File: src/rtl/rr_mux.sv
// N-input registered multiplexer with valid/ready handshakes.
// Arbitration is round-robin (mode=0) or fixed lowest-index priority (mode=1).
module rr_mux #(
    parameter int unsigned WIDTH = 8,
    parameter int unsigned N     = 4
) (
    input  logic                 clk,
    input  logic                 rst_n,
    input  logic                 mode,
    input  logic [N*WIDTH-1:0]   in_data,
    input  logic [N-1:0]         in_valid,
    output logic [N-1:0]         in_ready,
    output logic [WIDTH-1:0]     out_data,
    output logic [((N > 2) ? $clog2(N) : 1)-1:0] out_sel,
    output logic                 out_valid,
    input  logic                 out_ready
);

    localparam int unsigned SW = (N > 2) ? $clog2(N) : 1;

    logic [SW-1:0] ptr;
    logic [SW-1:0] gnt_idx;
    logic          gnt_found;
    logic          load;
    logic          in_xfer;

    // Reset also blocks acceptance so no input sees ready while held in reset.
    assign load    = rst_n && (!out_valid || out_ready);
    assign in_xfer = load && gnt_found;

    // Grant search; iterating from the far end lets the first match in search order win.
    always_comb begin
        gnt_found = 1'b0;
        gnt_idx   = '0;
        if (mode) begin
            for (int i = N - 1; i >= 0; i--) begin
                if (in_valid[i]) begin
                    gnt_found = 1'b1;
                    gnt_idx   = SW'(i);
                end
            end
        end else begin
            for (int k = N - 1; k >= 0; k--) begin
                if (in_valid[(int'(ptr) + k) % int'(N)]) begin
                    gnt_found = 1'b1;
                    gnt_idx   = SW'((int'(ptr) + k) % int'(N));
                end
            end
        end
    end

    always_comb begin
        in_ready = '0;
        if (in_xfer) begin
            in_ready[gnt_idx] = 1'b1;
        end
    end

    // Output register and round-robin pointer.
    always_ff @(posedge clk or negedge rst_n) begin
        if (!rst_n) begin
            out_valid <= 1'b0;
            out_data  <= '0;
            out_sel   <= '0;
            ptr       <= '0;
        end else begin
            if (in_xfer) begin
                out_valid <= 1'b1;
                out_data  <= in_data[gnt_idx*WIDTH +: WIDTH];
                out_sel   <= gnt_idx;
                if (!mode) begin
                    ptr <= (gnt_idx == SW'(N - 1)) ? '0 : gnt_idx + SW'(1);
                end
            end else if (out_valid && out_ready) begin
                out_valid <= 1'b0;
            end
        end
    end

endmodule

File: config.mk
export PLATFORM = sky130hd
export DESIGN_NAME = rr_mux
export DESIGN_NICKNAME = d
export VERILOG_FILES = /design/src/rtl/rr_mux.sv
export SDC_FILE = /design/constraint.sdc
export NUM_CORES = 1
export LEC_CHECK = 0
export CORE_ASPECT_RATIO = 0.5
export CORE_MARGIN = 3
export CORE_UTILIZATION = 45
export DETAILED_ROUTE_END_ITERATION = 7
export PLACE_DENSITY = 0.92
export SLEW_MARGIN = 40
export SYNTH_ARGS = -nofsm -noshare
export SYNTH_HDL_FRONTEND = slang
export SYNTH_SLANG_ARGS = --single-unit
export TNS_END_PERCENT = 20
File: constraint.sdc
create_clock -name clk -period 8.5 [get_ports clk]
set_input_delay 2.55 -clock clk [delete_from_list [all_inputs] [get_ports clk]]
set_output_delay 2.55 -clock clk [all_outputs]
set_load 0.01 [all_outputs]
# --- Word level (Yosys, flattened, before mapping) ---
# Index checks and enable logic that the tools add are counted.
classes:
  n_lt_le_gt_ge: 6
  n_eq_ne: 1
  n_mux: 35
  shifts: 1
  reduce_logical: 11
  bitwise_logic: 4
  n_addsub: 4
ops:
  columns: ["operator", "count"]
  rows:
  - ["$shiftx 32x6->8", 1]
  - ["$mux 2", 10]
  - ["$mux 1", 19]
  - ["$lt 3x4->1 const B", 3]
  - ["$bmux 1 s2", 4]
  - ["$lt 2x3->1 const B", 2]
  - ["$reduce_or 2->1", 3]
  - ["$add 2x1->2 const B", 2]
  - ["$add 2x2->2 const B", 2]
  - ["$logic_and 1x1->1", 4]
  - ["$mux 4", 1]
  - ["$and 1x1->1 const A", 3]
  - ["$demux 1 s2", 1]
  - ["$eq 2x2->1 const B", 1]
  - ["$ge 2x1->1 const B", 1]
  - ["$reduce_and 2->1", 1]
  - ["$reduce_bool 2->1", 1]
  - ["$logic_not 1->1", 1]
  - ["$logic_or 1x1->1", 1]
  - ["$not 1->1", 1]
totals:
  elab_cells: 66
  output_inout_bits: 15
  reg_bits: 13

# --- Depth between registers and ports, before layout ---
# Gate-level depths: netlist of run 1.
logic_depth:
  ltp_word: 16
  ltp_mapped: 9
  mapped_depth_nobuf: 6

# --- Worst setup path before layout of run 1 ---
# No wires, ideal clock.
synth_timing:
  kind: "input to output"
  startpoint: "input in_valid[3]"
  endpoint: "output in_ready[3]"
  path_buffers: 3
  path_stages: 9
  arrival_time_ns: 3.991
  t_required_ns: 5.950
  slack_ns: 1.959
  cell_sequence: "buf_2 > nand2b_1 > buf_2 > a211oi_2 > a31oi_1 > buf_2 > inv_1 > ha_1 > and2_1"
synth_via:
  elab_chain_len: 13
synth_lines:
  columns: ["item", "line", "source"]
  rows:
  - ["start: declaration", "11", "input logic [N-1:0] in_valid,"]
  - ["$bmux 1 s2", "44", "if (in_valid[(int'(ptr) + k) % int'(N)]) begin"]
  - ["$mux 1 (implied by the code) (2 in series)", "44", null]
  - ["$mux 2 (4 in series)", "44", null]
  - ["$mux 2", "35", "if (mode) begin"]
  - ["$lt 2x3->1 (implied by the code) / $ge 2x1->1 (equally long branches)", "55", "in_ready[gnt_idx] = 1'b1;"]
  - ["$logic_and 1x1->1 (implied by the code)", "55", null]
  - ["$mux 1 (implied by the code)", "55", null]
  - ["$demux 1 s2", "55", null]
  - ["$mux 4 *", "54", "if (in_xfer) begin"]
  - ["end: declaration", "12", "output logic [N-1:0] in_ready,"]
# Every way passes the cells marked *; elsewhere a longest branch is shown, timed or not. The select of a mux whose other input is x is not followed.

# --- Worst setup path in the final report of run 1 ---
# Ends and elaborated chain as after synthesis.

==> results of run 1 <==
metal layers:
metal	global-route usage [%]	routed length, um	part of all wire, %	up-vias
met3	6.57	486	12	2
met2	36.3	1850	45	74
met5	0	0	0	-
met4	5.39	14	0.34	0
met1	36.0	1770	43	702
li1	-	-	-	709
worst max path at each step:
stage / startpoint / cells past startpoint / end / slack [ns]
2_1_floorplan: in_valid[3] / 9 / in_ready[3] / 1.96
3_3_place_gp: in_valid[3] / 8 / in_ready[3] / 0.96
3_5_place_dp: in_valid[3] / 8 / in_ready[3] / 0.88
4_1_cts: in_valid[3] / 8 / in_ready[3] / 0.87
5_1_grt: in_valid[3] / 8 / in_ready[3] / 0.67
6_report: in_valid[3] / 8 / in_ready[3] / 0.82
where the power goes:
| part | switching (W) | internal (W) |
|---|---|---|
| clock network | 0.0000216 | 0.0000331 |
| logic | 0.0000896 | 0.0000898 |
| registers | 0.0000190 | 0.0000806 |
flip-flops by register name (all words and copies together), names as in the netlist:
| signal | cells |
|---|---|
| out_valid | 1 |
| ptr | 2 |
| out_sel | 2 |
| out_data | 8 |
critical path, stage by stage:
cell,delay [ns]
clkdlybuf4s50_1,0.62
nand2b_1,0.27
a211oi_2,0.65
a31oi_1,0.14
inv_1,0.11
ha_1,0.13
and2_1,0.11
clkdlybuf4s50_1,0.53
per-stage QoR:
step           power (W)  hold WS [ns]  instance area, sq um  utilization (%)  instances
2_1_floorplan   0.000192         0.555                  1220                -        161
3_3_place_gp    0.000271         0.520                  1790             74.8        244
3_5_place_dp    0.000275         0.531                  1790             74.8        244
4_1_cts         0.000330         0.546                  1830             76.7        248
5_1_grt         0.000354         0.576                  1840             77.2        248
6_report        0.000334         0.543                  1840             77.2        248
cell type report:
type,instances,area [sq um]
inverter,13,48.8
multi-input combinational,125,810
tap,35,43.8
fill,169,544
clock buffer,4,45.0
timing repair buffer,58,571
sequential,13,325
logic make-up (layout without fill, tap and decap cells):
| group | Yosys count | after routing | synth area share [%] |
|---|---|---|---|
| AND/OR/NAND/NOR | 66 | 66 | 26.3 |
| flip-flops | 13 | 13 | 26.6 |
| AO/OA/AOI/OAI | 57 | 57 | 36.9 |
| adder cells (fa/ha/maj) | 1 | 1 | 1.02 |
| multiplexers | 1 | 1 | 0.919 |
| buffers and inverters | 23 | 75 | 8.38 |
cells in the final DEF (no fill, tap or decap), types with 8 or more instances in the layout:
cell type | netlist | routed
a211oi_1 | 15 | 15
nand3_1 | 8 | 8
nand2_1 | 27 | 27
a311o_1 | 8 | 8
o21ai_0 | 10 | 10
a41oi_1 | 8 | 8
clkdlybuf4s50_1 | 0 | 54
dfrtp_1 | 13 | 13
nor2_1 | 13 | 13
inv_1 | 12 | 12
==> impl_results.md, run 1 <==
* CTS tree: yes
* Clock Latency Late Sink at 0.24 ns
* Synth async-reset ratio at between 90% and 100%
* Max-slew headroom at between 50 and 60%
* CTS H-tree lvls at 1
* # IOs at 55
* Routed wire per std cell at 16.6 um
* Largest fanout on the critical path at 10
* Final Wtd Congestion at 0.826
* Worst-Margin Slew at roughly 0.66 ns
* Maximum vdd ir drop at approximately 130 uV
* Yosys top cell area share at a little over a quarter
* Clk root buf: clkbuf_8
* DR vias at 1487
* Leak at 0.701 nW
* Reg2reg setup slack at approximately 6.4 ns
* Total GRT Usage at between 20 and 25%
* Hold endpoint: out_sel[1]
* Area leader, netlist: dfrtp_1
* Max-cap violations at 0
* RSZ-0062 raised after global routing: false
* Post-synthesis sequential area ratio at about a quarter
* Die Wd at 79.8 um
* GR Overflow Total at 0
* Reg2Reg Depth at 5
* Final worst slack at between 0.8 and 0.9 ns
* WL final at about 4100 um
* Final hold vios at 0
* Count of pins over their slew limit at 0
* Worst EP arrival at roughly 5 ns
* Initial core utilization at approximately 51%
* # clock sinks at 13
* Avg Synthesized Cell Area at between 7 and 8 sq um
* Capturing point of the worst reg2reg path: out_data[7]
* Clock Tree Buf Depth at 2
* Remaining DRCs at 0
* Initial antenna violation count at 0
* Post-synth EDFFs at 0
* Setup Viol. Count Final at 0
* First DRT Iteration DRCs at approximately 210
* Post-CTS Setup Bufs at 0
* Kind of critical path: primary input to output pin
* Vias in the first global route at about 1300
* Post-synth top cells: nand2_1, a211oi_1, dfrtp_1, nor2_1, inv_1
* Syn Inst Count at ~160
* Die Y at roughly 43 um
* Hold path start: out_sel[1]
* CP endpoint kind: output pin
* Synthesized flop and latch total at 13
* Status: completed
* Top_reg_cell synth: dfrtp_1
* Post-Syn Area at 0.00122 sq mm
* Yosys warning total at 0
* Post-CTS sizing at 0
* Hold Crit Class: flop to flop
* Tcrit/Tclk final at between 90% and 100%
* Worst-path clk slew at about 0.05 ns
* CTS Buf Count at 3
* Vias per cell at 6.00
* DP HPWL at between 3000 and 4000 um
* Synth top area cells: dfrtp_1, a211oi_1, nand2_1, a311o_1, a41oi_1
* Post-route ant nets at 0
* Core area at 0.00239 sq mm
* Synthesized net count at approximately 200
* CTS Hold Buffers Added at 0
* Worst Skew at around 0.00039 ns
* Startpoint Class: primary input
* Total Nets Final at ~260
* Setup WS pre-CTS at ~0.88 ns
* Largest net degree at the start of global routing at 17
* DRT Pass-1 Iters at 5
* WHS Path Cells at 2
* Top-count cell post-synth: nand2_1
* Synth cell types at 35
* Worst EP required at just under 6 ns
* Final Critical Period at 7.68 ns
* Die footprint at 0.00342 sq mm
* N_diodes at 0
* Port buffer count at 54
* Synthesis-to-layout area growth at 50.5%
* Reg-to-Reg Start: ptr[1]
* PD cells at around 180 mW/mm^2
* Total Neg Setup Slack at 0 ns
* Layout cell share with drive strength beyond 1 at 7.98%
* Cell Rows at 12
* Maximum clock rate at between 100 and 150 MHz
* First-pass GRT wire length at between 6000 and 7000 um
No activity file was read; power rests on OpenSTA's default activity.
==> run 2, diff against run 1 <==
--- a/config.mk
+++ b/config.mk
@@ -5,9 +5,11 @@
 export SDC_FILE = /design/constraint.sdc
 export NUM_CORES = 1
 export LEC_CHECK = 0
+export CELL_PAD_IN_SITES_DETAIL_PLACEMENT = 2
+export CELL_PAD_IN_SITES_GLOBAL_PLACEMENT = 2
 export CORE_ASPECT_RATIO = 0.5
 export CORE_MARGIN = 3
-export CORE_UTILIZATION = 45
+export CORE_UTILIZATION = 24
 export DETAILED_ROUTE_END_ITERATION = 7
 export PLACE_DENSITY = 0.92
 export SLEW_MARGIN = 40
==> run 2 against run 1 <==
Effect of this change:
- die area grew 77%
- register-to-register slack worse by 0.24 ns
- clock power increased by 3%
- largest power group unchanged
- sequential cell count stayed put
- core utilization decreased by 36 points
- non-clock buffer count up 3
==> impl_results.md, run 2 (synthesized netlist as in run 1, its figures left out) <==
* CTS tree: yes
* CP endpoint kind: output pin
* Hold path start: out_sel[1]
* N_diodes at 0
* First-pass GRT wire length at approximately 9900 um
* Final Critical Period at between 7 and 8 ns
* Die footprint at 0.00605 sq mm
* Hold Crit Class: flop to flop
* # IOs at 55
* Status: completed
* Clk root buf: clkbuf_8
* Die Wd at about 110 um
* Reg power frac at between 20% and 30%
* Commonest non-fill, non-tap cell in the layout: clkdlybuf4s50_1
* GR Overflow Total at 0
* PD cells at around 190 mW/mm^2
* Cell Rows at 17
* Vias in the first global route at roughly 1700
* Most frequent cells in the layout: clkdlybuf4s50_1, nand2_1, a211oi_1
* Final hold vios at 0
* Setup Viol. Count Final at 0
* Port buffer count at 54
* Vias per cell at roughly 5.5
* Tcrit/Tclk final at about nine tenths
* Switching Fraction at 41.8%
* Kind of critical path: primary input to output pin
* Final Wtd Congestion at between 0.8 and 0.9
* Layout cell share with drive strength beyond 1 at 9.26%
* CTS H-tree lvls at 1
* RSZ-0062 raised after global routing: false
* Hold endpoint: out_sel[1]
* Startpoint Class: primary input
* Total Neg Setup Slack at 0 ns
* Leak at ~0.7 nW
* WL final at about 6200 um
* WHS Path Cells at 2
* CTS Buf Count at 3
* Capturing point of the worst reg2reg path: ptr[1]
* Largest stage delay on the critical path at around 0.64 ns
* Die Y at 56.5 um
* Max reg flops at 8
* Worst EP arrival at between 5 and 6 ns
* Max-cap violations at 0
* Reg2Reg Depth at 7
* Clock Latency Late Sink at ~0.24 ns
* Worst-Margin Slew at 0.775 ns
* Routed wire per std cell at 21.9 um
* Sw Pwr at around 0.00015 W
* First DRT Iteration DRCs at 56
* Max-slew headroom at between 40% and 50%
* Slowest stage cell, crit path: clkdlybuf4s50_1
* Post-CTS sizing at 0
* DRT Pass-1 Iters at 4
* Largest net degree at the start of global routing at 17
* CTS Hold Buffers Added at 0
* Worst-path clk slew at roughly 0.060 ns
* Worst path cell trace: clkdlybuf4s50_1 -> nand2b_1 -> a211oi_2 -> buf_4 -> a31oi_1 -> buf_4 -> inv_1 -> ha_1 -> and2_1 -> clkdlybuf4s50_1
* Maximum clock rate at 129 MHz
* Cell-internal power at 0.000207 W
* DR vias at 1537
* Worst Skew at between 0.0015 and 0.002 ns
* Synthesis-to-layout area growth at 55.5%
* Largest register by flop count: out_data
* Post-CTS Setup Bufs at 0
* Remaining DRCs at 0
* DP HPWL at 5000 um
* Post-route ant nets at 0
* Worst EP required at between 5 and 6 ns
* Power share of the combinational group at 55.7%
* Count of pins over their slew limit at 0
* Final design utilization at roughly two fifths
* # clock sinks at 13
* Total GRT Usage at a little over a fifth
* Reg-to-Reg Start: ptr[1]
* Initial core utilization at around a quarter
* Core area at ~0.0047 sq mm
* Biggest regs: out_data: 8 flops, out_sel: 2 flops, ptr: 2 flops
* Clock network power share at about 16%
* Largest fanout on the critical path at 12
* Total Nets Final at roughly 260
* Reg2reg setup slack at 6.16 ns
* Clock Tree Buf Depth at 2
* Initial antenna violation count at 0
* Maximum vdd ir drop at about 80 uV
==> run 2: changes by cell type in the layout (fill, tap and decap cells not counted) <==
cell   change
buf_4      +3
==> run 2: power groups by stage <==
stage	clock network (W)	logic (W)	registers, W
detailed placement	0	0.000197	0.000101
global placement	0	0.000183	0.0000986
CTS	0.0000578	0.000198	0.000100
global route	0.0000603	0.000215	0.000104
finish	0.0000563	0.000198	0.000101
floorplan	0	0.0000937	0.0000986
==> run 2: how the worst max path moves through the flow <==
stage                      startpoint     endpoint  slack [ns]
after floorplan           in_valid[3]  in_ready[3]        1.96
after global placement    in_valid[3]  in_ready[3]        0.94
after detailed placement  in_valid[3]  in_ready[3]        0.80
after CTS                 in_valid[3]  in_ready[3]        0.77
after global routing      in_valid[3]  in_ready[3]        0.60
final                     in_valid[3]  in_ready[3]        0.75
==> run 2: metrics by stage <==
stage | worst slack, ns | area, sq um | std cells | total power, W | hold slack (ns)
after floorplan | 1.96 | 1220 | 161 | 0.000192 | 0.555
after global placement | 0.943 | 1850 | 278 | 0.000282 | 0.520
after detailed placement | 0.798 | 1860 | 278 | 0.000298 | 0.557
after CTS | 0.770 | 1900 | 282 | 0.000356 | 0.561
after global routing | 0.600 | 1900 | 282 | 0.000379 | 0.632
final | 0.752 | 1900 | 282 | 0.000355 | 0.553
==> run 2: per-layer routing <==
metal  up-vias  wire [um]  track usage (%)
met1       778       2710             27.0
met3         8        353             3.44
met4         0         62             4.55
met5         -          0                0
li1        714          -                -
met2        37       3050             37.4
==> run 2: cell type report <==
cell class / instances / area (sq um)
clock buffer: 4 / 45.0
tap: 66 / 82.6
fill: 540 / 2750
multi-input combinational: 125 / 810
inverter: 13 / 48.8
sequential: 13 / 325
timing repair buffer: 61 / 593
==> run 2: worst max-delay path: cells and delay by family <==
kind	cells	cell delay [ns]
buf+inv	5	1.69
simple gates	2	0.41
compound gates	2	0.40
fa+ha+maj	1	0.13
==> run 3, diff against run 2 <==
--- a/config.mk
+++ b/config.mk
@@ -10,7 +10,9 @@
 export CORE_ASPECT_RATIO = 0.5
 export CORE_MARGIN = 3
 export CORE_UTILIZATION = 24
+export CTS_CLUSTER_SIZE = 16
 export DETAILED_ROUTE_END_ITERATION = 7
+export GPL_ROUTABILITY_DRIVEN = 0
 export PLACE_DENSITY = 0.92
 export SLEW_MARGIN = 40
 export SYNTH_ARGS = -nofsm -noshare
==> run 3 against run 2 <==
Effect of this change:
- fmax is 0.95% higher
- die area stayed put
- sequential share of layout area hardly changed
- cell count stayed put
- sequential cell count stayed put
- first-iteration DRC count stayed put
- clock power is 2% higher
- via count is 1.9% lower
- clock skew hardly changed
- non-clock buffer count stayed put
- power hardly changed
- largest cell class unchanged
- highest routed layer unchanged
==> impl_results.md, run 3 (synthesized netlist as in run 1, its figures left out) <==
* DP HPWL at ~4800 um
* CTS tree: yes
* Clk root buf: clkbuf_8
* Status: completed
* Total Neg Setup Slack at 0 ns
* Area of the multi-input gates at roughly 810 sq um
* Leak at a little over 0.7 nW
* Clock Latency Late Sink at approximately 0.25 ns
* Post-CTS sizing at 0
* RSZ-0062 raised after global routing: false
* CP endpoint kind: output pin
* DRT Pass-1 Iters at 4
* PD cells at about 190 mW/mm^2
* Dpl cell area at around 0.0018 sq mm
* Remaining DRCs at 0
* Layout cell share with drive strength beyond 1 at 9.72%
* Largest register by flop count: out_data
* Worst-path clk slew at 0.06 ns
* Design area at about 0.0019 sq mm
* Routed wire per std cell at 20.5 um
* Cell Rows at 17
* Tcrit/Tclk final at approximately 90%
* Port buffer count at 54
* Most frequent cells in the layout: clkdlybuf4s50_1, nand2_1, a211oi_1
* Die footprint at about 0.0060 sq mm
* Reg2Reg Depth at 7
* First-pass GRT wire length at just over 9000 um
* Total GRT Usage at approximately 20%
* CTS Hold Buffers Added at 0
* # IOs at 55
* Worst-Margin Slew at just over 0.7 ns
* Core area at between 0.004 and 0.005 sq mm
* Hold Crit Class: flop to flop
* N_diodes at 0
* WL final at approximately 5800 um
* Die Y at about 57 um
* Kind of critical path: primary input to output pin
* Final hold vios at 0
* DP Cell Count at approximately 280
* Final Critical Period at approximately 7.7 ns
* Worst EP required at slightly below 6 ns
* Reg area at 325 sq um
* Startpoint Class: primary input
* First DRT Iteration DRCs at 56
* Max-cap violations at 0
* Clock Tree Buf Depth at 2
* Count of pins over their slew limit at 0
* Synthesis-to-layout area growth at 55.6%
* DR vias at between 1500 and 2000
* Max-slew headroom at around half
* Vias in the first global route at 1600
* Setup Viol. Count Final at 0
* Maximum vdd ir drop at about 94 uV
* Total Nets Final at between 200 and 300
* Commonest non-fill, non-tap cell in the layout: clkdlybuf4s50_1
* CTS H-tree lvls at 1
* Fin cells at roughly 280
* Max reg flops at 8
* WHS Path Cells at 2
* Largest net degree at the start of global routing at 17
* Maximum clock rate at between 100 and 150 MHz
* Post-route ant nets at 0
* CTS Buf Count at 3
* Biggest regs: out_data: 8 flops, out_sel: 2 flops, ptr: 2 flops
* Initial core utilization at 26.3%
* Die Wd at around 110 um
* Filler cell count at 514
* Post-CTS Setup Bufs at 0
* Worst EP arrival at approximately 5.1 ns
* Worst Skew at around 0.0018 ns
* Initial antenna violation count at 0
* Largest fanout on the critical path at 12
* Vias per cell at 5.35
* GR Overflow Total at 0
* # clock sinks at 13
run 3: stage by stage:
| step | power (W) | utilization (%) | hold WS, ns | setup WS, ns |
|---|---|---|---|---|
| finish | 0.000355 | 40.9 | 0.551 | 0.825 |
| global route | 0.000378 | 40.9 | 0.622 | 0.620 |
| CTS | 0.000355 | 40.6 | 0.562 | 0.783 |
| detailed placement | 0.000297 | 39.6 | 0.546 | 0.801 |
| global placement | 0.000281 | 39.6 | 0.520 | 0.950 |
| floorplan | 0.000192 | - | 0.555 | 1.96 |
run 3: per-layer routing:
| layer | routed length (um) | global-route usage (%) | vias to the layer above |
|---|---|---|---|
| li1 | - | - | 716 |
| met1 | 2770 | 27.8 | 747 |
| met2 | 2720 | 32.1 | 39 |
| met3 | 215 | 1.72 | 6 |
| met4 | 82 | 4.37 | 0 |
| met5 | 0 | 0 | - |
run 3: critical path, cell delays in order:
cell             delay, ns
clkdlybuf4s50_1       0.64
nand2b_1              0.30
a211oi_2              0.29
buf_4                 0.19
a31oi_1               0.07
buf_4                 0.21
inv_1                 0.09
ha_1                  0.15
and2_1                0.11
clkdlybuf4s50_1       0.53
run 3: power by group:
part	switching, W	internal [W]	total (W)
sequential	0.0000225	0.0000806	0.000103
combinational	0.000102	0.0000930	0.000195
clock	0.0000251	0.0000324	0.0000576
run 3: area by class of cell:
type,instances,share of cell area [%]
multi-input cells,125,42.5
repair buffers,61,31.1
flip-flops and latches,13,17.1
well taps,66,4.33
inverters,13,2.56
clock buffers,3,2.17
clock inverters,1,0.263
run 3: path summary, 6_finish.rpt:
path	slack [ns]	start	to
max reg2reg	6.20	ptr[1]	ptr[1]
min reg2reg	0.55	out_sel[1]	out_sel[1]
max	0.83	in_valid[3]	in_ready[3]
max in group asynchronous	5.70	rst_n	out_data[5]
min in group asynchronous	2.62	rst_n	out_data[7]
min	0.55	out_sel[1]	out_sel[1]
